File: config.mk
export PLATFORM = sky130hd
export DESIGN_NAME = pipeline_ctrl
export DESIGN_NICKNAME = d
export VERILOG_FILES = /design/src/rtl/cpu_types_pkg.sv /design/src/rtl/hazard_detect.sv /design/src/rtl/pipeline_ctrl.sv
export SDC_FILE = /design/constraint.sdc
export NUM_CORES = 1
export LEC_CHECK = 0
export ABC_AREA = 1
export BUFFER_PORTS_ARGS = -buffer_cell sky130_fd_sc_hd__buf_2
export CORE_AREA = 8 8 146 148
export CTS_BUF_LIST = sky130_fd_sc_hd__clkbuf_4
export DETAILED_ROUTE_END_ITERATION = 16
export DIE_AREA = 0 0 154 156
export PLACE_DENSITY = 0.46
export SETUP_SLACK_MARGIN = 0.1
export SYNTH_ARGS = -nofsm -noshare
export SYNTH_HDL_FRONTEND = slang
export SYNTH_SLANG_ARGS = --single-unit
File: constraint.sdc
create_clock -name CLK -period 2.4 [get_ports CLK]
set_clock_uncertainty 0.05 [all_clocks]
set_input_delay 0.36 -clock CLK [delete_from_list [all_inputs] [get_ports CLK]]
set_output_delay 0.36 -clock CLK [all_outputs]
set_load 0.005 [all_outputs]
File: src/rtl/cpu_types_pkg.sv
// Shared CPU types: pipeline controller state, register index and counter widths.
package cpu_types_pkg;

  localparam int unsigned REG_W    = 5;
  localparam int unsigned LU_CNT_W = 3;

  typedef logic [REG_W-1:0] regbits_t;

  typedef enum logic [1:0] {
    RUN      = 2'd0,
    LU_STALL = 2'd1,
    DRAIN    = 2'd2,
    HALTED   = 2'd3
  } pipe_state_t;

endpackage

File: src/rtl/hazard_detect.sv
// Load-use hazard compare between the load in ID/EX and the sources read in IF/ID.
module hazard_detect
  import cpu_types_pkg::*;
(
  input  logic     idex_dREN,
  input  regbits_t idex_wsel,
  input  regbits_t ifid_rs,
  input  regbits_t ifid_rt,
  input  logic     ifid_uses_rt,
  output logic     luh
);

  // r0 is never a real destination, so a load into it cannot create a hazard
  always_comb begin
    luh = idex_dREN && (idex_wsel != '0) &&
          ((idex_wsel == ifid_rs) || (ifid_uses_rt && (idex_wsel == ifid_rt)));
  end

endmodule

File: src/rtl/pipeline_ctrl.sv
// Pipeline sequencing controller: latch en/flush, PC enable, halt-drain handshake
// with the dcache and saturating stall/redirect performance counters.
module pipeline_ctrl
  import cpu_types_pkg::*;
#(
  parameter int unsigned LU_BUBBLES = 1,
  parameter int unsigned CNT_W      = 32
) (
  input  logic             CLK,
  input  logic             nRST,
  input  logic             ihit,
  input  logic             dhit,
  input  logic             exmem_dREN,
  input  logic             exmem_dWEN,
  input  logic             exmem_pcsrc,
  input  logic             exmem_halt,
  input  logic             idex_dREN,
  input  regbits_t         idex_wsel,
  input  regbits_t         ifid_rs,
  input  regbits_t         ifid_rt,
  input  logic             ifid_uses_rt,
  input  logic             dflush_done,
  output logic             pc_en,
  output logic             ifid_en,
  output logic             ifid_flush,
  output logic             idex_en,
  output logic             idex_flush,
  output logic             exmem_en,
  output logic             exmem_flush,
  output logic             memwb_en,
  output logic             memwb_flush,
  output logic             dflush_req,
  output logic             halt,
  output logic [CNT_W-1:0] stall_cnt,
  output logic [CNT_W-1:0] redirect_cnt
);

  pipe_state_t         state, state_nx;
  logic [LU_CNT_W-1:0] lu_cnt, lu_nx;
  logic                luh;
  logic                dstall;
  logic                stall_inc;
  logic                redir_inc;

  hazard_detect u_hazard_detect (
    .idex_dREN    (idex_dREN),
    .idex_wsel    (idex_wsel),
    .ifid_rs      (ifid_rs),
    .ifid_rt      (ifid_rt),
    .ifid_uses_rt (ifid_uses_rt),
    .luh          (luh)
  );

  // Data access in MEM that has not completed yet freezes the front of the pipe
  always_comb begin
    dstall = (exmem_dREN || exmem_dWEN) && !dhit;
  end

  // Next state and per-cycle latch controls; flushed latches also drop their enable
  always_comb begin
    pc_en       = 1'b0;
    ifid_en     = 1'b0;
    ifid_flush  = 1'b0;
    idex_en     = 1'b0;
    idex_flush  = 1'b0;
    exmem_en    = 1'b0;
    exmem_flush = 1'b0;
    memwb_en    = 1'b0;
    memwb_flush = 1'b0;
    dflush_req  = 1'b0;
    state_nx    = state;
    lu_nx       = lu_cnt;
    stall_inc   = 1'b0;
    redir_inc   = 1'b0;

    case (state)
      RUN, LU_STALL: begin
        if (exmem_halt && !dstall) begin
          ifid_flush  = 1'b1;
          idex_flush  = 1'b1;
          exmem_flush = 1'b1;
          memwb_en    = 1'b1;
          state_nx    = DRAIN;
          lu_nx       = '0;
        end else if (dstall) begin
          memwb_flush = 1'b1;
          stall_inc   = 1'b1;
        end else if (exmem_pcsrc) begin
          pc_en       = 1'b1;
          ifid_flush  = 1'b1;
          idex_flush  = 1'b1;
          exmem_flush = 1'b1;
          memwb_en    = 1'b1;
          redir_inc   = 1'b1;
          state_nx    = RUN;
          lu_nx       = '0;
        end else if (luh || (state == LU_STALL)) begin
          idex_flush = 1'b1;
          exmem_en   = 1'b1;
          memwb_en   = 1'b1;
          stall_inc  = 1'b1;
          if (state == RUN) begin
            if (LU_BUBBLES > 1) begin
              state_nx = LU_STALL;
              lu_nx    = LU_CNT_W'(LU_BUBBLES - 1);
            end
          end else begin
            lu_nx = lu_cnt - LU_CNT_W'(1);
            if (lu_cnt == LU_CNT_W'(1)) begin
              state_nx = RUN;
            end
          end
        end else if (!ihit) begin
          ifid_flush = 1'b1;
          idex_en    = 1'b1;
          exmem_en   = 1'b1;
          memwb_en   = 1'b1;
          stall_inc  = 1'b1;
        end else begin
          pc_en    = 1'b1;
          ifid_en  = 1'b1;
          idex_en  = 1'b1;
          exmem_en = 1'b1;
          memwb_en = 1'b1;
        end
      end
      DRAIN: begin
        dflush_req = 1'b1;
        if (dflush_done) begin
          state_nx = HALTED;
        end
      end
      HALTED: begin
        state_nx = HALTED;
      end
      default: begin
        state_nx = RUN;
        lu_nx    = '0;
      end
    endcase
  end

  // State, bubble counter, sticky halt and saturating performance counters
  always_ff @(posedge CLK) begin
    if (!nRST) begin
      state        <= RUN;
      lu_cnt       <= '0;
      halt         <= 1'b0;
      stall_cnt    <= '0;
      redirect_cnt <= '0;
    end else begin
      state  <= state_nx;
      lu_cnt <= lu_nx;
      halt   <= halt || (state_nx == HALTED);
      if (stall_inc && (stall_cnt != '1)) begin
        stall_cnt <= stall_cnt + CNT_W'(1);
      end
      if (redir_inc && (redirect_cnt != '1)) begin
        redirect_cnt <= redirect_cnt + CNT_W'(1);
      end
    end
  end

endmodule
==> results.cfg, run 1 <==
[status]
outcome = finished clean

[critical_path]
arrival_ns = 2.33
rr_startpoint = redirect_cnt[0]
cpLargestDelayFamily = simple AND/OR/NAND/NOR gates
rrSetupSlack_ns = 0.37
worst_ep_required_time_ns = 2.71
ff2ff_path_depth = 11
crit_path_top_delay_cell = dfxtp_1
max_stage_delay_ns = 0.44
timing.critical_path.buf_inv = 3
worstPathMaxFanout = 21
crit_top_cell = nand2_1
cp-end-kind = flop
r2r_end = redirect_cnt[20]
path_class = flop to flop
cp_cell_sequence = ha_1 -> inv_1 -> nor3_2 -> nand2_1 -> nor2_2 -> nand2_1 -> nand2_2 -> inv_2 -> buf_4 -> a21oi_1 -> nor2_1
cp-start-kind = flop

[clocking]
clkTransAtPathRegs_ns = 0.12
cts_resized = 0
postCtsSetupBuffers = 0
cts_buffers = 9
root_buffer = clkbuf_4
holdBufCountCts = 0
cts_tree = built
clk_path_buf_depth = 2
h-tree-depth = 3
cts_sinks = 70
clk_latency_ns = 0.45

[sta]
hold-worst-slack_ns = 0.203
rsz0062_at_grt = false
period_minus_slack_ns = 2.03
tns_ns = 0
worst_pin_slew_ns = 0.540
drv_slew = 0
setup_ws_ns = 0.371
period_share_pct = 84.5
final-setup-viol-count = 0
timing.slew.headroom_pct = 63.6
final_hold_viol_count = 0
fmax_mhz = 493

[place]
portBuffers = 100
dpl.hpwl_um = 12100
place.gp.congestion = 0.858
place_ws_ns = 0.251

[min_path]
holdPathEnd = halt
holdPathStages = 3
holdCritStartpoint = dflush_done
min_path_type = input pin to flop

[die]
fp.dieW_um = 154
rows = 51
ios = 101
start_util_pct = 24.2
die_area_um2 = 24000
coreArea_um2 = 19100
die_y_um = 156

[cells_and_area]
seq_area_um2 = 1400
fillCellCount = 2166
syn2layout_area_growth_pct = 22.0
final_common_cell = nand2_1
layout-drive-gt1-share_pct = 18.5
final_cell_mix = nand2_1, buf_2, nor2_1, dfxtp_1, a21oi_1
final_net_count = 893
multi_input_area_um2 = 2850

[routing]
drt-initial-drc-count = 294
via_count = 5017
firstDrtPassIters = 4
vias_per_cell = 4.54
ant_nets = 0
drc = 0
wire_per_inst_um = 14.3
routed_wl_um = 15800

[power]
ir_drop_mv = 0.167
p_leak_uw = 0.00234
powerDensity_nw_per_um2 = 417

[logic_synthesis]
synth_nets = 783
ys_seq_area_share_pct = 30.3
yosys.cell_types.count = 33
ys_warn_count = 0
syn-cell-area_um2 = 4630
ys_seq_elements = 70
synth_cells = 753
synth.avg_cell_area_um2 = 6.14

[global_route]
antenna_found_initial = 1
grt_pass1_wl_um = 25700
grt_pass1_vias = 4788
gr-total-overflow = 0
grtUsageTotal_pct = 13.2
grt_max_degree = 49

[job]
maxCapViolCount = 0
[registers in the layout, indices dropped and copies added, names as in the netlist]
register and cells:
state 2, halt 1, lu_cnt 3, redirect_cnt 32, stall_cnt 32
[cell usage after synthesis]
master,instances,area [um^2]
a31oi_1,1,6.26
nor2_1,99,372
nor2_4,1,11.3
nand2_1,266,998
xnor2_1,9,78.8
xor2_1,28,245
a21oi_4,1,16.3
a21oi_1,65,325
nor2_2,7,43.8
nand2_2,1,6.26
dfxtp_1,70,1400
ha_1,4,50.1
a21oi_2,1,8.76
clkbuf_1,10,37.5
nand3b_1,14,105
o21bai_2,1,11.3
nand3_2,2,20.0
nor3_1,17,85.1
nor4_1,2,12.5
inv_1,61,229
o31ai_1,1,7.51
buf_6,4,45.0
nor3_2,2,20.0
o21ai_0,12,60.1
inv_2,3,11.3
nand3_1,15,75.1
nand4_1,39,244
and3_1,1,6.26
nor3b_1,1,7.51
buf_2,10,50.1
o21bai_1,2,15.0
or2_2,2,12.5
o211ai_1,1,7.51
[per-layer routing]
layer / global-route usage, % / wire, um
met1: 18.0 / 7960
met2: 20.1 / 6810
met4: 4.99 / 282
met5: 0 / 0
met3: 2.63 / 779
[worst max path at each step]
| stage | from | to | slack (ns) | cells past startpoint |
|---|---|---|---|---|
| after global routing | redirect_cnt[0] | redirect_cnt[20] | 0.14 | 11 |
| after floorplan | stall_cnt[0] | stall_cnt[8] | 0.65 | 12 |
| after detailed placement | dhit | redirect_cnt[20] | 0.25 | 11 |
| after global placement | dhit | redirect_cnt[20] | 0.27 | 11 |
| after CTS | redirect_cnt[0] | redirect_cnt[20] | 0.35 | 11 |
| final | redirect_cnt[0] | redirect_cnt[20] | 0.37 | 11 |
[where the power goes]
part,internal (uW),total (uW),switching (uW)
sequential,1170,1190,10.3
combinational,91.7,284,192
clock,424,883,459
total,1690,2350,662
[worst register-to-register path, stage by stage (launching register included)]
cell and delay (ns):
dfxtp_1 0.44, ha_1 0.24, inv_1 0.08, nor3_2 0.10, nand2_1 0.13, nor2_2 0.14
nand2_1 0.08, nand2_2 0.07, inv_2 0.14, buf_4 0.24, a21oi_1 0.16, nor2_1 0.06
[cells by family after synthesis]
group                      Yosys count  share of synthesized area, %
buffers and inverters               88                          8.06
and+or+nand+nor                    469                          43.7
xor gates and xnor gates            37                          7.01
AOI/OAI and AO/OA                   85                          9.90
adders and majority gates            4                          1.08
DFF                                 70                          30.3
[area by class of cell]
class	count	area share [%]
Antenna cell	1	0.0444
Sequential cell	70	24.8
Multi-Input combinational cell	595	50.5
Clock inverter	5	1.33
Tap cell	238	5.28
Timing Repair Buffer	123	12.4
Inverter	64	4.26
Clock buffer	10	1.33
[through the flow]
stage / cells / total power [uW] / instance area, um^2 / util [%]
after floorplan: 753 / 1390 / 4630 / -
final: 1106 / 2350 / 5640 / 29.6
after global placement: 1090 / 1500 / 5490 / 28.8
after CTS: 1105 / 2390 / 5640 / 29.6
after global routing: 1106 / 2470 / 5640 / 29.6
after detailed placement: 1090 / 1500 / 5490 / 28.8
No activity file was read; power rests on OpenSTA's default activity.
==> run 2: changes to the inputs <==
--- a/config.mk
+++ b/config.mk
@@ -11,7 +11,7 @@
 export CTS_BUF_LIST = sky130_fd_sc_hd__clkbuf_4
 export DETAILED_ROUTE_END_ITERATION = 16
 export DIE_AREA = 0 0 154 156
-export PLACE_DENSITY = 0.46
+export PLACE_DENSITY = 0.48
 export SETUP_SLACK_MARGIN = 0.1
 export SYNTH_ARGS = -nofsm -noshare
 export SYNTH_HDL_FRONTEND = slang
==> constraint.sdc (replaced) <==
create_clock -name CLK -period 1.6 [get_ports CLK]
set_clock_uncertainty 0.05 [all_clocks]
set_input_delay 0.24 -clock CLK [delete_from_list [all_inputs] [get_ports CLK]]
set_output_delay 0.24 -clock CLK [all_outputs]
set_load 0.005 [all_outputs]
==> run 2 against run 1 <==
Net effect:
- the flow now finishes with violations (negative setup slack)
- sequential power rose by 49%
- final cell count rose by 14%
- combinational power rose to 3.0 times the previous value
- critical path depth rose by 1
- power rose by 62%
- final area rose by 43%
- global-route usage rose by 2.1 points
==> results.cfg, run 2 (synthesis gave the netlist of run 1 again) <==
[clocking]
cts_sinks = 70
h-tree-depth = 3
clk_path_buf_depth = 2
holdBufCountCts = 0
root_buffer = clkbuf_4
clk_latency_ns = 0.45
cts_tree = built
clkTransAtPathRegs_ns = 0.13
cts_buffers = 9

[power]
clockPowerShare_pct = 31.0
ir_drop_mv = 0.247
sw_frac_of_total_pct = 30.7
p_leak_uw = 0.00366
p_int_uw = 2630
powerDensity_nw_per_um2 = 471
combPwrFrac_pct = 22.3
seq_power_share_pct = 46.7
power_switching_uw = 1170

[cells_and_area]
final_net_count = 1050
syn2layout_area_growth_pct = 74.2
reg_top3 = redirect_cnt (32), stall_cnt (32), lu_cnt (3)
fin_cells = 1263
final_cell_mix = nand2_1, buf_4, buf_2, nor2_1, nand2_2
final_common_cell = nand2_1
fillCellCount = 1957
layout-drive-gt1-share_pct = 50.5

[die]
die_area_um2 = 24000
ios = 101
fp.dieW_um = 154
rows = 51
start_util_pct = 24.2
die_y_um = 156
coreArea_um2 = 19100

[status]
violations = negative setup slack
outcome = finished, violations left

[routing]
drt-initial-drc-count = 278
drc = 0
firstDrtPassIters = 5
wire_per_inst_um = 14.8
via_count = 5833
routed_wl_um = 18700
vias_per_cell = 4.62
ant_nets = 0

[sta]
period_minus_slack_ns = 1.76
worst_pin_slew_ns = 0.393
hold-worst-slack_ns = 0.0499
timing.slew.headroom_pct = 73.8
rsz0062_at_grt = true
tns_ns = -6.46
fmax_mhz = 567
period_share_pct = 110
final_hold_viol_count = 0
final-setup-viol-count = 71
drv_slew = 0
setup_ws_ns = -0.163

[critical_path]
worst_ep_required_time_ns = 1.94
cp-start-kind = flop
path_class = flop to flop
worstPathMaxFanout = 8
rrSetupSlack_ns = -0.16
arrival_ns = 2.11
cp-end-kind = flop
crit_start = redirect_cnt[1]
rr_startpoint = redirect_cnt[1]

[place]
place.gp.congestion = 0.860
place_ws_ns = -0.117
dpl.hpwl_um = 13300
dp_cells = 1212
portBuffers = 100

[global_route]
top_usage_layer = met2
grt_max_degree = 45
grt_pass1_wl_um = 29700
grtUsageTotal_pct = 15.3
grt_use_met3_pct = 2.99
antenna_found_initial = 1
use_met2_pct = 25.1
gr-total-overflow = 0
grt_pass1_vias = 5871
grt_use_met1_pct = 19.6

[job]
maxCapViolCount = 0

[min_path]
min_path_type = input pin to flop
holdCritStartpoint = dflush_done
run 2: path summary, 6_finish.rpt:
check | depth (start not counted) | to
max | 12 | redirect_cnt[12]
min | 3 | halt
max reg2reg | 12 | redirect_cnt[12]
min reg2reg | 2 | halt
run 2: power groups by stage:
stage | logic [uW] | clock network (uW) | registers [uW]
2_1_floorplan | 285 | 0 | 1820
3_3_place_gp | 527 | 0 | 1820
3_5_place_dp | 530 | 0 | 1820
4_1_cts | 803 | 1220 | 1780
5_1_grt | 910 | 1270 | 1780
6_report | 847 | 1180 | 1770
run 2: cell type report:
type | count | area [um^2] | share of cell area [%]
multi-input combinational | 595 | 3690 | 45.7
timing repair buffer | 279 | 2220 | 27.5
antenna | 1 | 2.50 | 0.0311
inverter | 64 | 260 | 3.23
tap | 238 | 298 | 3.70
sequential | 70 | 1450 | 18.0
timing repair inverter | 1 | 16.3 | 0.202
clock inverter | 5 | 51.3 | 0.637
clock buffer | 10 | 75.1 | 0.932
run 2: metrics by stage:
step	total power [uW]	util, %	cell area, um^2
after global placement	2340	34.0	6490
final	3800	42.2	8060
after detailed placement	2350	34.0	6490
after floorplan	2110	-	4700
after CTS	3810	39.8	7580
after global routing	3960	42.2	8060
run 2: critical path, stage by stage, from the launching register on:
cell      delay, ns
dfxtp_4        0.38
ha_4           0.13
inv_2          0.04
nor3_2         0.15
nand2_2        0.11
nor2_4         0.15
nand2_4        0.08
nand2_8        0.11
clkinv_8       0.11
buf_12         0.16
nand4_1        0.06
nand2_1        0.06
a21oi_2        0.10
run 2: routing by layer:
layer | routed length, um | up-vias
met1 | 8760 | 2709
met3 | 918 | 20
met4 | 309 | 0
met5 | 0 | -
met2 | 8690 | 134
li1 | - | 2970
run 2: what timing repair did:
action	in CTS	in global routing
resized for setup	188	131
endpoints found under the setup margin	75	79
pin swaps	51	53
setup buffers	27	6
endpoints found under the hold margin	0	0
gates cloned	7	0
